### config.mk
export PLATFORM = sky130hd
export DESIGN_NAME = count_accumulator
export DESIGN_NICKNAME = d
export VERILOG_FILES = /design/src/rtl/count_accumulator.sv
export SDC_FILE = /design/constraint.sdc
export NUM_CORES = 1
export LEC_CHECK = 0
export CORE_UTILIZATION = 30
export CTS_CLUSTER_SIZE = 24
export DETAILED_ROUTE_END_ITERATION = 10
export PLACE_DENSITY_LB_ADDON = 0.08
export SLEW_MARGIN = 10
export SYNTH_ARGS = -nofsm -noshare
export SYNTH_HDL_FRONTEND = slang
export SYNTH_SLANG_ARGS = --single-unit
### constraint.sdc
create_clock -name clk -period 3 [get_ports clk]
set_clock_uncertainty 0.15 [all_clocks]
set_input_delay 0.9 -clock clk [delete_from_list [all_inputs] [get_ports clk]]
set_output_delay 0.9 -clock clk [all_outputs]
set_load 0.02 [all_outputs]
### src/rtl/count_accumulator.sv
// Windowed accumulator of 0..4 set-bit counts with valid/ready handshake on both sides.
// Optional macro COUNT_ACC_SATURATE_EN: saturate the total on overflow instead of wrapping.
module count_accumulator #(
   parameter int WINDOW  = 4,
   parameter int TOTAL_W = 8
) (
   input  logic               clk,
   input  logic               reset,
   input  logic               switch,
   input  logic               clear,
   input  logic               in_valid,
   input  logic [2:0]         count,
   output logic               in_ready,
   input  logic               out_ready,
   output logic               out_valid,
   output logic [TOTAL_W-1:0] total,
   output logic               ovf,
   output logic               err
);

   typedef enum logic [1:0] {IDLE, ACCUM, DONE} state_t;

   localparam logic [TOTAL_W-1:0] TOTAL_MAX  = '1;
   localparam logic [7:0]         WINDOW_CNT = 8'(WINDOW);

   state_t               state_reg;
   logic [7:0]           sample_cnt_reg;
   logic [TOTAL_W-1:0]   total_reg;
   logic                 ovf_reg;
   logic                 err_reg;
   logic                 out_valid_reg;

   logic                 accept;
   logic                 count_bad;
   logic [2:0]           count_clamped;
   logic [TOTAL_W-1:0]   base;
   logic [TOTAL_W:0]     sum_next;
   logic                 carry;
   logic [TOTAL_W-1:0]   total_add;
   logic [7:0]           cnt_inc;

   assign in_ready      = switch && !reset && (state_reg != DONE);
   assign accept        = in_valid && in_ready;
   assign count_bad     = (count > 3'd4);
   assign count_clamped = count_bad ? 3'd4 : count;
   assign base          = (state_reg == IDLE) ? '0 : total_reg;
   assign sum_next      = {1'b0, base} + (TOTAL_W+1)'(count_clamped);
   assign carry         = sum_next[TOTAL_W];
   assign cnt_inc       = sample_cnt_reg + 8'd1;

`ifdef COUNT_ACC_SATURATE_EN
   // Once a window has overflowed it stays pinned at the maximum until it ends.
   assign total_add = (carry || (ovf_reg && state_reg == ACCUM)) ? TOTAL_MAX : sum_next[TOTAL_W-1:0];
`else
   assign total_add = sum_next[TOTAL_W-1:0];
`endif

   always_ff @(posedge clk) begin
      if (reset || clear) begin
         state_reg      <= IDLE;
         sample_cnt_reg <= '0;
         total_reg      <= '0;
         ovf_reg        <= 1'b0;
         err_reg        <= 1'b0;
         out_valid_reg  <= 1'b0;
      end else begin
         case (state_reg)
            IDLE: begin
               if (accept) begin
                  total_reg      <= total_add;
                  sample_cnt_reg <= 8'd1;
                  ovf_reg        <= carry;
                  err_reg        <= count_bad;
                  if (WINDOW_CNT == 8'd1) begin
                     state_reg     <= DONE;
                     out_valid_reg <= 1'b1;
                  end else begin
                     state_reg <= ACCUM;
                  end
               end
            end
            ACCUM: begin
               if (accept) begin
                  total_reg      <= total_add;
                  sample_cnt_reg <= cnt_inc;
                  ovf_reg        <= ovf_reg | carry;
                  err_reg        <= err_reg | count_bad;
                  if (cnt_inc == WINDOW_CNT) begin
                     state_reg     <= DONE;
                     out_valid_reg <= 1'b1;
                  end
               end
            end
            DONE: begin
               // Handshake completes even with switch low.
               if (out_ready) begin
                  state_reg      <= IDLE;
                  sample_cnt_reg <= '0;
                  total_reg      <= '0;
                  ovf_reg        <= 1'b0;
                  err_reg        <= 1'b0;
                  out_valid_reg  <= 1'b0;
               end
            end
            default: begin
               state_reg     <= IDLE;
               out_valid_reg <= 1'b0;
            end
         endcase
      end
   end

   assign out_valid = out_valid_reg;
   assign total     = total_reg;
   assign ovf       = ovf_reg;
   assign err       = err_reg;

endmodule

### Word level (Yosys, flattened, before mapping)

Index checks and enable logic that the tools add are counted.

* output and inout bits: 12
* bits in registers: 21
* bits of input ports: 9
* word-level logic and storage cells: 57

* reductions and logical operators: 13
* bitwise operators: 3
* multiplexer cells: 23
* order comparisons: 1
* add/sub/neg operators: 2
* equality and inequality tests: 9

Operators with widths (number)
* 8-bit two-way mux: 5
* 8-bit one-hot mux with 3 select lines: 1
* 8-bit one-hot mux with 2 select lines: 1
* 4-bit AND reduction: 3
* 2-bit != test (second input constant): 5
* 8-bit by 3-bit adder with 9-bit output: 1
* 1-bit one-hot mux with 3 select lines: 3
* 8-bit by 1-bit adder with 8-bit output (second input constant): 1
* 8-bit by 3-bit == test with 1-bit output (second input constant): 1
* 2-bit two-way mux: 4
* 1-bit two-way mux: 7
* 2-bit one-hot mux with 3 select lines: 1
* 3-bit greater-than comparator (second input constant): 1
* 1-bit logical AND: 3
* 3-bit two-way mux: 1
* 3-bit AND reduction: 1
* 3-bit nonzero test: 1
* 2-bit by 1-bit == test with 1-bit output (second input constant): 1
* 2-bit == test (second input constant): 1
* 2-bit zero test: 1
* 2-bit by 1-bit != test with 1-bit output (second input constant): 1
* 1-bit OR: 2
* 2-bit nonzero test: 1
* 2-bit OR reduction: 1
* other kinds (3): 3

### Depth between registers and ports, before layout

Gate-level depths: netlist (run 1).

* depth after elaboration: 6
* mapped depth: 10
* gate-level depth less buffers: 9

### Worst setup path before layout (run 1)

Ideal clock, no wire load.

* kind: input port to flip-flop
* start point: input port switch
* end point: register total_reg[4], in the netlist total[4]
* required time: 2.780 ns
* stages: 7
* path slack: 0.405 ns
* data arrival time: 2.374 ns
* library setup time: 0.070 ns
* buffers on the path: 2
* cell sequence: nor4bb_1 buf_4 mux2i_4 or2_4 buf_6 or4_1 a21oi_1

* longest elaborated chain between the ends: 5

RTL lines
* start: declaration: line 9 `input logic switch,`
* 1-bit logical AND (2 in a row): line 42 `assign in_ready = switch && !reset && (state_reg != DONE);`
* 1-bit logical AND: line 43 `assign accept = in_valid && in_ready;`
* 2-bit by 1-bit != test with 1-bit output (no line)
* 3-bit AND reduction (no line)
* end signal: assignment: line 70 `total_reg <= total_add;`
* end signal: assignment: line 84 `total_reg <= total_add;`
* end: declaration: line 28 `logic [TOTAL_W-1:0] total_reg;`

Every way passes these cells.
A chain may end at the register's enable or synchronous reset.

### Worst setup path in the final report (run 1)

* start point: input port switch
* end point: output port in_ready

* longest elaborated chain between the ends: 2

RTL lines
* 1-bit logical AND (2 in a row): line 42
* end: declaration: line 13 `output logic in_ready,`

Every way passes these cells.

==> impl_metrics.yaml, run 1 <==
status:
  outcome: "finished, final reports clean"
worst_setup_path:
  crit_required_ps: 1950
  crit_fanout: 2
  crit_path_start_kind: "primary input"
  worst_setup_path_end_kind: "output port"
  timing_worst_setup_path_type: "primary input to output port"
  crit_arrival_ps: 1880
timing:
  post-route-period-util_pct: 97.5
  drv_slew: 0
  setup_viol: 0
  fmax_ghz: 0.342
  hold_ws_ps: 331
  slew_headroom_pct: 74.8
  worst_pin_slew_ps: 375
  finalHoldViolCount: 0
  rsz0062_at_grt: "false"
  post-route-min-period_ps: 2930
  setup-tns-final_ps: 0
clocking:
  clock_sinks: 21
  clkTransAtPathRegs_ps: 80
  clk_path_buf_depth: 2
  holdBufCountCts: 0
  numCtsBuffers: 3
  cts_resized: 1
  htree_levels: 1
  cts_setup_buffers: 0
  root_buffer: "clkbuf_8"
  cts_tree: "done"
  insertion_delay_ps: 270
synthesis:
  ys_seq_area_share_pct: 30.7
  synthTopCellsByArea: "dfxtp_1 (31%), ha_1 (8.2%), a21oi_1 (5.9%)"
  synth_cell_types: 42
  ys_ff_latch: 21
  syn_nets: 185
  synth-edff-count: 0
  ys.flop_type: "dfxtp_1"
  yosysTopAreaCell: "dfxtp_1"
  netlist_area_mm2: 0.00137
  synth_top_area_share_pct: 30.7
  synthArstFlopShare_pct: 0
  synthCells: 166
  ys_warn_count: 0
  syn_area_per_cell_um2: 8.24
floorplan:
  initial_utilization_pct: 31.4
  ios: 21
  fp.coreArea_mm2: 0.00435
  die_w_um: 69.5
  die_area_mm2: 0.00483
  num_rows: 24
  die_h_um: 69.5
layout:
  final_cell_mix: "dfxtp_1 (21), clkdlybuf4s50_1 (19), a21oi_1 (16)"
  layout_commonest_cell: "dfxtp_1"
  fin_nets: 217
  drive_gt1_share_pct: 15.2
  area_growth_pct: 27.9
  num_antenna_cells: 0
  post-route-util_pct: 40.2
detailed_routing:
  routedWlPerCell_um: 14.2
  num_vias: 1292
  drt_wl_total_mm: 3.54
  wl_met3_um: 117
  first_pass_iters: 4
  wl_met2_mm: 1.71
  wl_met1_mm: 1.69
  drtIter0Drc: 32
  routed.top_layer: "met4"
  ant_nets: 0
  via_per_inst: 5.19
  drc: 0
grt:
  antenna_found_initial: 0
  grt.total_usage_pct: 15.4
  overflow: 0
  grt_max_degree: 13
  grt_pass1_vias: 1310
  grt_pass1_wl_mm: 5.93
flow_run:
  maxCapViolations: 0
placed_design:
  gp_congestion: 0.775
  post-dp-hpwl_mm: 2.72
  io_buffers: 20
power_and_ir_drop:
  ir_worst_vdd_mv: 0.143
  power.leakage_nw: 0.643
  power.density_mw_per_mm2: 308
min_path:
  min_path_type: "register to register"
-- power breakdown --
part	switching, W	total [W]	internal (W)
clock network	0.000106	0.000198	0.0000929
registers	0.00000162	0.000281	0.000280
logic	0.0000286	0.0000584	0.0000298
-- through the flow --
stage                     std cells  instance area (um^2)  total power [W]  worst slack (ps)
after CTS                       249                  1750         0.000549              62.3
final                           249                  1750         0.000538              74.5
after detailed placement        245                  1700         0.000347              -208
after floorplan                 166                  1370         0.000318               405
after global placement          245                  1700         0.000347              -217
after global routing            249                  1750         0.000559              16.9
-- synth_stat cells, drive strengths merged (2+ instances only) --
cell type and number:
inv 4, or3 4, o21a 2, or2 3, nor2 12, nand2 12, o21ai 10, ha 9
nand4 2, a21o 3, nor3 4, dfxtp 21, or4 4, and3 2, a211oi 2, mux2i 3
a21oi 16, xnor2 3, nand4b 2, clkbuf 6, buf 2, a31oi 4, nand3 12, nor2b 6
or3b 4
-- critical path: stages --
cell and delay [ps]:
clkdlybuf4s50_1 460, nor3b_1 160, dlygate4sd2_1 350
-- area by class of cell --
| cell class | instances | area, um^2 |
|---|---|---|
| Clock buffer | 3 | 41.3 |
| Clock inverter | 1 | 5.00 |
| Fill cell | 456 | 2610 |
| Inverter | 4 | 15.0 |
| Multi-Input combinational cell | 133 | 891 |
| Sequential cell | 21 | 420 |
| Tap cell | 52 | 65.1 |
| Timing Repair Buffer | 35 | 312 |
-- cells by family after synthesis --
family | share of synthesized area [%]
AO/OA/AOI/OAI | 20.2
XOR/XNOR | 2.56
adder cells (fa/ha/maj) | 9.70
buffers and inverters | 4.12
flip-flops | 30.7
multiplexers | 3.11
AND/OR/NAND/NOR | 29.6
-- worst paths after layout --
check                                               start                     to  slack [ps]  cells after the start
worst min register to register      total[2]$_SDFFE_PP0P_  total[2]$_SDFFE_PP0P_         330                      2
worst min-delay path                total[2]$_SDFFE_PP0P_  total[2]$_SDFFE_PP0P_         330                      2
worst max-delay path                               switch               in_ready          70                      3
worst max register to register  state_reg[0]$_SDFFE_PP0P_  total[5]$_SDFFE_PP0P_         370                      9
-- per-layer routing --
| metal | track usage (%) | up-vias |
|---|---|---|
| met5 | 0 | - |
| met4 | 4.54 | 0 |
| met3 | 3.05 | 2 |
| met2 | 26.5 | 29 |
| met1 | 19.3 | 589 |
| li1 | - | 672 |
(Power assumes the default switching activity.)
==> run 2, diff against run 1 <==
CORE_MARGIN = 3   (was unset)
==> impl_metrics.yaml, run 2 (synthesized netlist as in run 1, its figures left out) <==
status:
  outcome: "finished, final reports clean"
power_and_ir_drop:
  power.density_mw_per_mm2: 305
  p_clk_share_pct: 35.5
  p_sw_share_pct: 23.2
  seq_power_share_pct: 53.5
  power.leakage_nw: 0.627
  ir_worst_vdd_mv: 0.157
  pwr-share-comb_pct: 11.0
  internal-power_w: 0.000404
  p_total_w: 0.000526
  power_switching_w: 0.000122
clocking:
  htree_levels: 1
  root_buffer: "clkbuf_8"
  cts_tree: "done"
  holdBufCountCts: 0
  clock_sinks: 21
  numCtsBuffers: 3
  insertion_delay_ps: 260
  clk_path_buf_depth: 2
  clkTransAtPathRegs_ps: 80
timing:
  slew_headroom_pct: 70.6
  post-route-min-period_ps: 2940
  rsz0062_at_grt: "false"
  hold_ws_ps: 318
  drv_slew: 0
  fmax_ghz: 0.340
  post-route-period-util_pct: 98.0
  worst_pin_slew_ps: 441
  finalHoldViolCount: 0
  setup_viol: 0
flow_run:
  maxCapViolations: 0
floorplan:
  die_area_mm2: 0.00540
  num_rows: 23
  fp.coreArea_mm2: 0.00420
  die_w_um: 73.5
  die_h_um: 73.5
  ios: 21
  initial_utilization_pct: 32.5
min_path:
  min_path_type: "register to register"
  worstHoldPathCells: 2
detailed_routing:
  via_per_inst: 5.29
  drc: 0
  num_vias: 1290
  routedWlPerCell_um: 14.2
  drt_wl_total_mm: 3.47
  ant_nets: 0
  drtIter0Drc: 91
  first_pass_iters: 4
grt:
  grt.total_usage_pct: 14.4
  overflow: 0
  grt_max_degree: 21
  grt_pass1_vias: 1276
  grt_pass1_wl_mm: 6.06
  antenna_found_initial: 0
layout:
  layout_commonest_cell: "dfxtp_1"
  num_antenna_cells: 0
  drive_gt1_share_pct: 13.4
  area_growth_pct: 26.1
  final_cell_mix: "dfxtp_1 (21), clkdlybuf4s50_1 (19), a21oi_1 (16)"
  fin_nets: 214
  fin_area_mm2: 0.00172
worst_setup_path:
  reg2reg_to: "total[5]$_SDFFE_PP0P_"
  reg2reg_slack_ps: 400
  worst_setup_path_end_kind: "output port"
  crit_arrival_ps: 1890
  startpoint: "switch"
  crit_required_ps: 1950
  crit_fanout: 2
  crit_path_start_kind: "primary input"
  rr_startpoint: "state_reg[0]$_SDFFE_PP0P_"
  timing_worst_setup_path_type: "primary input to output port"
  r2r_cells: 9
  crit_path_end: "in_ready"
placed_design:
  post-dp-hpwl_mm: 2.62
  gp_congestion: 0.795
  place_area_mm2: 0.00168
  io_buffers: 20
run 2: changes by cell type in the layout (fill, tap and decap cells not counted), sizes merged:
cell / previous run / this run
buf: 15 / 12
clkbuf: 3 / 4
clkdlybuf4s15: 0 / 1
clkinv: 1 / 0
dlygate4sd2: 1 / 0
run 2: worst min-delay path by stage:
| stage | start | to | slack, ps |
|---|---|---|---|
| after floorplan | sample_cnt_reg[7]$_SDFFE_PP0P_ | sample_cnt_reg[7]$_SDFFE_PP0P_ | 310 |
| after global placement | total[0]$_SDFFE_PP0P_ | total[0]$_SDFFE_PP0P_ | 300 |
| after detailed placement | total[0]$_SDFFE_PP0P_ | total[0]$_SDFFE_PP0P_ | 310 |
| after CTS | total[0]$_SDFFE_PP0P_ | total[0]$_SDFFE_PP0P_ | 320 |
| after global routing | total[0]$_SDFFE_PP0P_ | total[0]$_SDFFE_PP0P_ | 340 |
| final | total[0]$_SDFFE_PP0P_ | total[0]$_SDFFE_PP0P_ | 320 |
run 2: timing repair:
item / 4_1_cts / 5_1_grt
pin swaps: 0 / 0
endpoints found under the setup margin: 1 / 1
resized for setup: 1 / 1
setup buffers: 0 / 0
hold endpoints to repair: 0 / 0
run 2: layout make-up:
type	count	area, um^2
Clock buffer	4	45.0
Fill cell	437	2480
Inverter	4	15.0
Multi-Input combinational cell	133	891
Sequential cell	21	420
Tap cell	50	62.6
Timing Repair Buffer	32	290
run 2: power groups by stage:
stage	combinational [W]	clock, W	sequential, W
2_1_floorplan	0.0000295	0	0.000288
3_3_place_gp	0.0000580	0	0.000288
3_5_place_dp	0.0000584	0	0.000288
4_1_cts	0.0000583	0.000200	0.000281
5_1_grt	0.0000634	0.000218	0.000282
6_report	0.0000576	0.000187	0.000281
run 2: metal layers:
| layer | vias up | global-route usage [%] | part of all wire (%) |
|---|---|---|---|
| met2 | 21 | 24.1 | 50 |
| met3 | 5 | 3.42 | 2.6 |
| met5 | - | 0 | 0 |
| li1 | 669 | - | - |
| met4 | 0 | 3.82 | 1.0 |
| met1 | 595 | 18.4 | 46 |
run 2: stage by stage:
stage	setup WS [ps]	setup TNS, ps	cells	util [%]
final	60.5	0	244	41.0
after floorplan	405	0	166	-
after global routing	5.00	0	244	41.0
after detailed placement	-242	-759	240	40.0
after CTS	32.1	0	244	41.0
after global placement	-216	-803	240	40.0
run 2: critical path, cell delays in order:
cell,delay [ps]
clkdlybuf4s50_1,470
nor3b_1,180
clkdlybuf4s15_1,340
==> run 3, diff against run 2 <==
GPL_ROUTABILITY_DRIVEN = 0   (was unset)
==> results of run 3 <==
Final layout, timing and power as in run 2 (identical DEF).
